[src/rtl/command_handler_if.sv]
// Outbound UART byte stream as seen by the command handler.
// A byte transfers on a rising edge where valid && ready.
interface command_handler_if;
   logic [7:0] data;
   logic       valid;
   logic       ready;

   modport master (output data, output valid, input ready);
   modport slave  (input data, input valid, output ready);
endinterface

[src/rtl/command_handler.sv]
// Decodes the host byte stream (printables, CR/LF/BS, VT52 subset) into
// character-buffer writes and cursor loads for a 64x16 text display.
module command_handler (
   input  logic             clk_i,
   input  logic             clr_i,
   command_handler_if.slave uart,
   input  logic [5:0]       cursor_x_i,
   input  logic [3:0]       cursor_y_i,
   output logic [5:0]       new_cursor_x_o,
   output logic [3:0]       new_cursor_y_o,
   output logic             write_cursor_pos_o,
   output logic [7:0]       new_char_o,
   output logic [9:0]       new_char_address_o,
   output logic             new_char_wen_o,
   output logic [2:0]       state_o
);

   typedef enum logic [2:0] {
      S_IDLE      = 3'd0,
      S_ESC       = 3'd1,
      S_ESC_Y_ROW = 3'd2,
      S_ESC_Y_COL = 3'd3,
      S_CLEAR     = 3'd4
   } state_t;

   state_t     state_q, state_d;
   logic [7:0] row_q, row_d;
   logic [9:0] cnt_q, cnt_d;
   logic [9:0] end_q, end_d;

   logic       ready_q, ready_d;
   logic       wen_q, wen_d;
   logic       wcp_q, wcp_d;
   logic [7:0] char_q, char_d;
   logic [9:0] addr_q, addr_d;
   logic [5:0] nx_q, nx_d;
   logic [3:0] ny_q, ny_d;

   logic       accept;
   logic [9:0] cur_addr;
   logic [7:0] col_off;
   logic [5:0] x_inc, x_dec;
   logic [3:0] y_inc, y_dec;

   assign accept   = uart.valid && ready_q;
   assign cur_addr = {cursor_y_i, cursor_x_i};
   assign col_off  = uart.data - 8'h20;
   assign x_inc    = (cursor_x_i == 6'd63) ? 6'd63 : cursor_x_i + 6'd1;
   assign x_dec    = (cursor_x_i == 6'd0)  ? 6'd0  : cursor_x_i - 6'd1;
   assign y_inc    = (cursor_y_i == 4'd15) ? 4'd15 : cursor_y_i + 4'd1;
   assign y_dec    = (cursor_y_i == 4'd0)  ? 4'd0  : cursor_y_i - 4'd1;

   // State register plus the registered outputs it drives
   always_ff @(posedge clk_i) begin
      if (clr_i) begin
         state_q <= S_IDLE;
         row_q   <= '0;
         cnt_q   <= '0;
         end_q   <= '0;
         ready_q <= 1'b1;
         wen_q   <= 1'b0;
         wcp_q   <= 1'b0;
         char_q  <= '0;
         addr_q  <= '0;
         nx_q    <= '0;
         ny_q    <= '0;
      end else begin
         state_q <= state_d;
         row_q   <= row_d;
         cnt_q   <= cnt_d;
         end_q   <= end_d;
         ready_q <= ready_d;
         wen_q   <= wen_d;
         wcp_q   <= wcp_d;
         char_q  <= char_d;
         addr_q  <= addr_d;
         nx_q    <= nx_d;
         ny_q    <= ny_d;
      end
   end

   // The first space of a clear is emitted on the accept edge, so the
   // counter starts one past the cursor; a one-cell clear never enters CLEAR.
   always_comb begin
      state_d = state_q;
      row_d   = row_q;
      cnt_d   = cnt_q;
      end_d   = end_q;
      unique case (state_q)
         S_IDLE: begin
            if (accept && uart.data == 8'h1B) state_d = S_ESC;
         end
         S_ESC: begin
            if (accept) begin
               state_d = S_IDLE;
               case (uart.data)
                  8'h4A: begin
                     cnt_d = cur_addr + 10'd1;
                     end_d = 10'h3FF;
                     if (cur_addr != 10'h3FF) state_d = S_CLEAR;
                  end
                  8'h4B: begin
                     cnt_d = cur_addr + 10'd1;
                     end_d = {cursor_y_i, 6'h3F};
                     if (cursor_x_i != 6'h3F) state_d = S_CLEAR;
                  end
                  8'h59:   state_d = S_ESC_Y_ROW;
                  default: state_d = S_IDLE;
               endcase
            end
         end
         S_ESC_Y_ROW: begin
            if (accept) begin
               row_d   = uart.data - 8'h20;
               state_d = S_ESC_Y_COL;
            end
         end
         S_ESC_Y_COL: begin
            if (accept) state_d = S_IDLE;
         end
         S_CLEAR: begin
            cnt_d = cnt_q + 10'd1;
            if (cnt_q == end_q) state_d = S_IDLE;
         end
         default: state_d = S_IDLE;
      endcase
   end

   // Every accept is followed by a cycle with ready low; CLEAR keeps it low
   always_comb begin
      ready_d = !accept && (state_q != S_CLEAR);
      wen_d   = 1'b0;
      wcp_d   = 1'b0;
      char_d  = char_q;
      addr_d  = addr_q;
      nx_d    = cursor_x_i;
      ny_d    = cursor_y_i;
      unique case (state_q)
         S_IDLE: begin
            if (accept) begin
               if (uart.data >= 8'h20 && uart.data <= 8'h7E) begin
                  wen_d  = 1'b1;
                  char_d = uart.data;
                  addr_d = cur_addr;
                  wcp_d  = 1'b1;
                  nx_d   = x_inc;
               end else if (uart.data == 8'h0D) begin
                  wcp_d = 1'b1;
                  nx_d  = 6'd0;
               end else if (uart.data == 8'h0A) begin
                  wcp_d = 1'b1;
                  ny_d  = y_inc;
               end else if (uart.data == 8'h08) begin
                  wcp_d = 1'b1;
                  nx_d  = x_dec;
               end
            end
         end
         S_ESC: begin
            if (accept) begin
               case (uart.data)
                  8'h41: begin wcp_d = 1'b1; ny_d = y_dec; end
                  8'h42: begin wcp_d = 1'b1; ny_d = y_inc; end
                  8'h43: begin wcp_d = 1'b1; nx_d = x_inc; end
                  8'h44: begin wcp_d = 1'b1; nx_d = x_dec; end
                  8'h48: begin wcp_d = 1'b1; nx_d = 6'd0; ny_d = 4'd0; end
                  8'h4A, 8'h4B: begin
                     wen_d  = 1'b1;
                     char_d = 8'h20;
                     addr_d = cur_addr;
                  end
                  default: wcp_d = 1'b0;
               endcase
            end
         end
         S_ESC_Y_COL: begin
            if (accept) begin
               wcp_d = 1'b1;
               ny_d  = (row_q <= 8'd15) ? row_q[3:0] : cursor_y_i;
               nx_d  = (col_off <= 8'd63) ? col_off[5:0] : cursor_x_i;
            end
         end
         S_CLEAR: begin
            wen_d  = 1'b1;
            char_d = 8'h20;
            addr_d = cnt_q;
         end
         default: wen_d = 1'b0;
      endcase
   end

   assign uart.ready         = ready_q;
   assign new_char_wen_o     = wen_q;
   assign write_cursor_pos_o = wcp_q;
   assign new_char_o         = char_q;
   assign new_char_address_o = addr_q;
   assign new_cursor_x_o     = nx_q;
   assign new_cursor_y_o     = ny_q;
   assign state_o            = state_q;

endmodule
[src/flat_wrapper.sv]
// flat-port wrapper written by rule: the top's interface ports become plain ports
module command_handler_flat 
  (clk_i, clr_i, cursor_x_i, cursor_y_i, new_cursor_x_o, new_cursor_y_o, write_cursor_pos_o, new_char_o, new_char_address_o, new_char_wen_o, state_o, uart_data, uart_valid, uart_ready);
  command_handler_if uart_i ();
  input  logic clk_i;
  input  logic clr_i;
  input  logic [5:0] cursor_x_i;
  input  logic [3:0] cursor_y_i;
  output logic [5:0] new_cursor_x_o;
  output logic [3:0] new_cursor_y_o;
  output logic write_cursor_pos_o;
  output logic [7:0] new_char_o;
  output logic [9:0] new_char_address_o;
  output logic new_char_wen_o;
  output logic [2:0] state_o;
  input wire logic [$bits(uart_i.data)-1:0] uart_data;
  input wire logic [$bits(uart_i.valid)-1:0] uart_valid;
  output wire logic [$bits(uart_i.ready)-1:0] uart_ready;
  assign uart_i.data = uart_data;
  assign uart_i.valid = uart_valid;
  assign uart_ready = uart_i.ready;
  command_handler u_core (.clk_i(clk_i), .clr_i(clr_i), .uart(uart_i), .cursor_x_i(cursor_x_i), .cursor_y_i(cursor_y_i), .new_cursor_x_o(new_cursor_x_o), .new_cursor_y_o(new_cursor_y_o), .write_cursor_pos_o(write_cursor_pos_o), .new_char_o(new_char_o), .new_char_address_o(new_char_address_o), .new_char_wen_o(new_char_wen_o), .state_o(state_o));
endmodule
[config.mk]
export PLATFORM = sky130hd
export DESIGN_NAME = command_handler_flat
export DESIGN_NICKNAME = d
export VERILOG_FILES = /design/src/rtl/command_handler_if.sv /design/src/rtl/command_handler.sv /design/src/flat_wrapper.sv
export SDC_FILE = /design/constraint.sdc
export NUM_CORES = 1
export LEC_CHECK = 0
export CAP_MARGIN = 10
export CORE_MARGIN = 2
export CORE_UTILIZATION = 60
export DETAILED_ROUTE_END_ITERATION = 16
export GPL_ROUTABILITY_DRIVEN = 0
export PLACE_DENSITY = 0.86
export SYNTH_ARGS = -nofsm -noshare
export SYNTH_HDL_FRONTEND = slang
export SYNTH_SLANG_ARGS = --single-unit
export TNS_END_PERCENT = 10
[constraint.sdc]
create_clock -name clk_i -period 6.2 [get_ports clk_i]
set_input_delay 1.55 -clock clk_i [delete_from_list [all_inputs] [get_ports clk_i]]
set_output_delay 1.55 -clock clk_i [all_outputs]
set_load 0.01 [all_outputs]
==> flow_metrics.env <==
export IMPL_synth_nets=537
export IMPL_die_height_um=85.0
export IMPL_cts_resized_gates=0
export IMPL_layout_commonest_cell="nor2_1"
export IMPL_insertion_delay_ns=0.34
export IMPL_fmax_mhz=239
export IMPL_rsz0062_at_grt="no"
export IMPL_totalWireLength_um=11700
export IMPL_layout_common_cells="nor2_1 (79), dfxtp_1 (57), clkdlybuf4s50_1 (54)"
export IMPL_via_per_inst=6.87
export IMPL_grt_pass1_vias=3893
export IMPL_finClkSkew_ns=0.00512
export IMPL_power_net_switching_uw=256
export IMPL_worstPathMaxFanout=12
export IMPL_synth_top_family_by_area="simple AND/OR/NAND/NOR gates"
export IMPL_portBuffers=54
export IMPL_hold_violations=0
export IMPL_worstPathRequired_ns=6.47
export IMPL_clk_pin_slew_ns=0.07
export IMPL_grt_max_degree=49
export IMPL_intPower_uw=640
export IMPL_cp_arrival_ns=4.46
export IMPL_synthArstFlopShare=0
export IMPL_antennaDiodeCount=0
export IMPL_synth_edf_count=0
export IMPL_powerDensity_mw_per_mm2=195
export IMPL_power_frac_comb=0.179
export IMPL_timing_final_crit_share=0.675
export IMPL_synthMuxAreaShare=0.0689
export IMPL_ant_nets=0
export IMPL_max_slew_worst_pin_slew_ns=0.949
export IMPL_r2r_setup_slack_ns=3.12
export IMPL_ios=55
export IMPL_antenna_found_initial=0
export IMPL_drt_iter0_markers=632
export IMPL_path_class="input port to register"
export IMPL_synth_warnings=0
export IMPL_syn_avg_cell_area_um2=7.77
export IMPL_ys_types=66
export IMPL_hold_buffers=0
export IMPL_netlist_area_mm2=0.00394
export IMPL_swShare=0.286
export IMPL_max_cap_violations=0
export IMPL_setup_tns_ns=0
export IMPL_coreArea_mm2=0.00635
export IMPL_finalInstanceArea_mm2=0.00460
export IMPL_place_area_mm2=0.00440
export IMPL_setup_violations=0
export IMPL_synth_compound_area_frac=0.253
export IMPL_ys_ff_latch=57
export IMPL_ir_worst_vdd_uv=142
export IMPL_cp_end_kind="register"
export IMPL_p_clk_frac=0.392
export IMPL_drive_gt1_frac=0.0685
export IMPL_synth_ff_type="dfxtp_1"
export IMPL_cts_setup_buffers=0
export IMPL_slew_viol_final=0
export IMPL_syn2layout_area_growth_pct=16.7
export IMPL_yosys_area_share_simple=0.272
export IMPL_postSynthCellCount=507
export IMPL_leakagePower_uw=0.00177
export IMPL_hold_ws_ns=0.491
export IMPL_drt_first_pass_iters=6
export IMPL_hp_class="register to register"
export IMPL_slew_headroom=0.364
export IMPL_drc_errors=0
export IMPL_numCtsBuffers=9
export IMPL_wl_per_cell_um=19.0
export IMPL_detailroute_via_count=4239
export IMPL_synth_seq_area_share=0.290
export IMPL_die_area_mm2=0.00723
export IMPL_initial_core_util=0.620
export IMPL_std_cell_rows=29
export IMPL_cts_sinks=57
export IMPL_clock_path_buffers=2
export IMPL_synthXorXnorAreaFrac=0.0289
export IMPL_cts_tree="yes"
export IMPL_p_total_uw=895
export IMPL_synthAdderAreaFrac=0.0286
export IMPL_status="finished, final reports clean"
export IMPL_track_usage=0.324
export IMPL_grt_overflow=0
export IMPL_cts_max_level=3
export IMPL_p_seq_frac=0.428
export IMPL_period_needed_ns=4.18
export IMPL_cts_root_buf="clkbuf_8"
export IMPL_grt_pass1_wl_um=19000
export IMPL_critPathLaunchType="input port"
export IMPL_layout_nets=565
export IMPL_fp_dieW_um=85.0
export IMPL_hpwl_um=7980
-- worst max-delay path, cell delays in order --
cell	delay, ns
clkdlybuf4s50_1	0.62
or4b_4	0.67
nor4_4	0.61
nor2_1	0.39
or3_1	0.47
a21oi_1	0.14
-- sequential cells by signal (all words and copies together), names as in the netlist --
register	cells
u_core.cnt_q	10
u_core.new_char_address_o	10
u_core.new_char_o	8
u_core.row_q	8
u_core.new_cursor_x_o	6
u_core.end_q	5
u_core.new_cursor_y_o	4
u_core.state_o	3
u_core.new_char_wen_o	1
u_core.uart.ready	1
u_core.write_cursor_pos_o	1
-- per-stage QoR --
| stage | utilization | std cells | setup slack, ns |
|---|---|---|---|
| after global placement | 0.693 | 601 | 1.79 |
| after global routing | 0.724 | 617 | 1.88 |
| after floorplan | - | 507 | 2.80 |
| after CTS | 0.724 | 617 | 2.08 |
| after detailed placement | 0.693 | 601 | 1.74 |
| final | 0.724 | 617 | 2.02 |
-- per-layer routing --
metal / vias up / wire, um / part of all wire / global-route usage
li1: 1918 / - / - / -
met1: 1966 / 4850 / 0.41 / 0.442
met2: 306 / 5220 / 0.44 / 0.491
met3: 49 / 1260 / 0.11 / 0.0798
met4: 0 / 410 / 0.035 / 0.133
met5: - / 0 / 0 / 0
-- final cells by class --
| cell class | count | area, um^2 |
|---|---|---|
| Fill cell | 492 | 1750 |
| Clock buffer | 11 | 141 |
| Sequential cell | 57 | 1140 |
| Timing Repair Buffer | 56 | 556 |
| Clock inverter | 5 | 55.1 |
| Multi-Input combinational cell | 400 | 2560 |
| Tap cell | 77 | 96.3 |
| Inverter | 11 | 41.3 |
-- final timing paths --
check / from / end / depth (start not counted)
setup reg to reg: u_core.state_o[2]$_SDFFE_PP0P_ / u_core.cnt_q[6]$_SDFFE_PP0P_ / 10
setup / recovery: uart_data[4] / u_core.cnt_q[4]$_SDFFE_PP0P_ / 6
hold / removal: u_core.row_q[6]$_SDFFE_PP0P_ / u_core.row_q[6]$_SDFFE_PP0P_ / 2
hold reg to reg: u_core.row_q[6]$_SDFFE_PP0P_ / u_core.row_q[6]$_SDFFE_PP0P_ / 2
-- power by group through the flow --
stage | clock [uW] | sequential [uW] | combinational, uW
after CTS | 353 | 383 | 157
after detailed placement | 0 | 392 | 155
final | 351 | 383 | 161
after floorplan | 0 | 397 | 87.8
after global placement | 0 | 391 | 153
after global routing | 373 | 384 | 172
-- Yosys cell counts (all sizes together) (3+ instances only) --
| master | count | area share |
|---|---|---|
| nor2 | 79 | 0.075 |
| dfxtp | 57 | 0.29 |
| nand2 | 35 | 0.034 |
| a21oi | 33 | 0.042 |
| o21ai | 29 | 0.037 |
| mux2i | 26 | 0.066 |
| clkbuf | 25 | 0.024 |
| nand3 | 24 | 0.030 |
| buf | 14 | 0.025 |
| a211oi | 12 | 0.025 |
| a22oi | 12 | 0.023 |
| nor3 | 12 | 0.017 |
| inv | 11 | 0.010 |
| xnor2 | 11 | 0.024 |
| o211ai | 10 | 0.019 |
| ha | 9 | 0.029 |
| nor2b | 8 | 0.013 |
| and3 | 7 | 0.011 |
| and2 | 6 | 0.0095 |
| nand4 | 6 | 0.011 |
| nand2b | 5 | 0.0079 |
| o221a | 5 | 0.014 |
| o221ai | 5 | 0.011 |
| or3 | 5 | 0.0079 |
| a31oi | 4 | 0.0064 |
| and4 | 4 | 0.0089 |
| o2111ai | 4 | 0.0089 |
| o31ai | 4 | 0.0089 |
| a211o | 3 | 0.0067 |
| a221oi | 3 | 0.0067 |
| a22o | 3 | 0.0067 |
| a311o | 3 | 0.0076 |
| nor4 | 3 | 0.0086 |
| o21a | 3 | 0.0057 |
-- logic make-up (layout without fill, tap and decap cells) --
family,after synthesis,count (layout)
buffers and inverters,50,83
xor gates and xnor gates,13,13
AOI/OAI and AO/OA,142,142
muxes,27,27
adders and majority gates,9,9
DFF,57,57
and+or+nand+nor,209,209
Power figures use the tool's default switching activity.
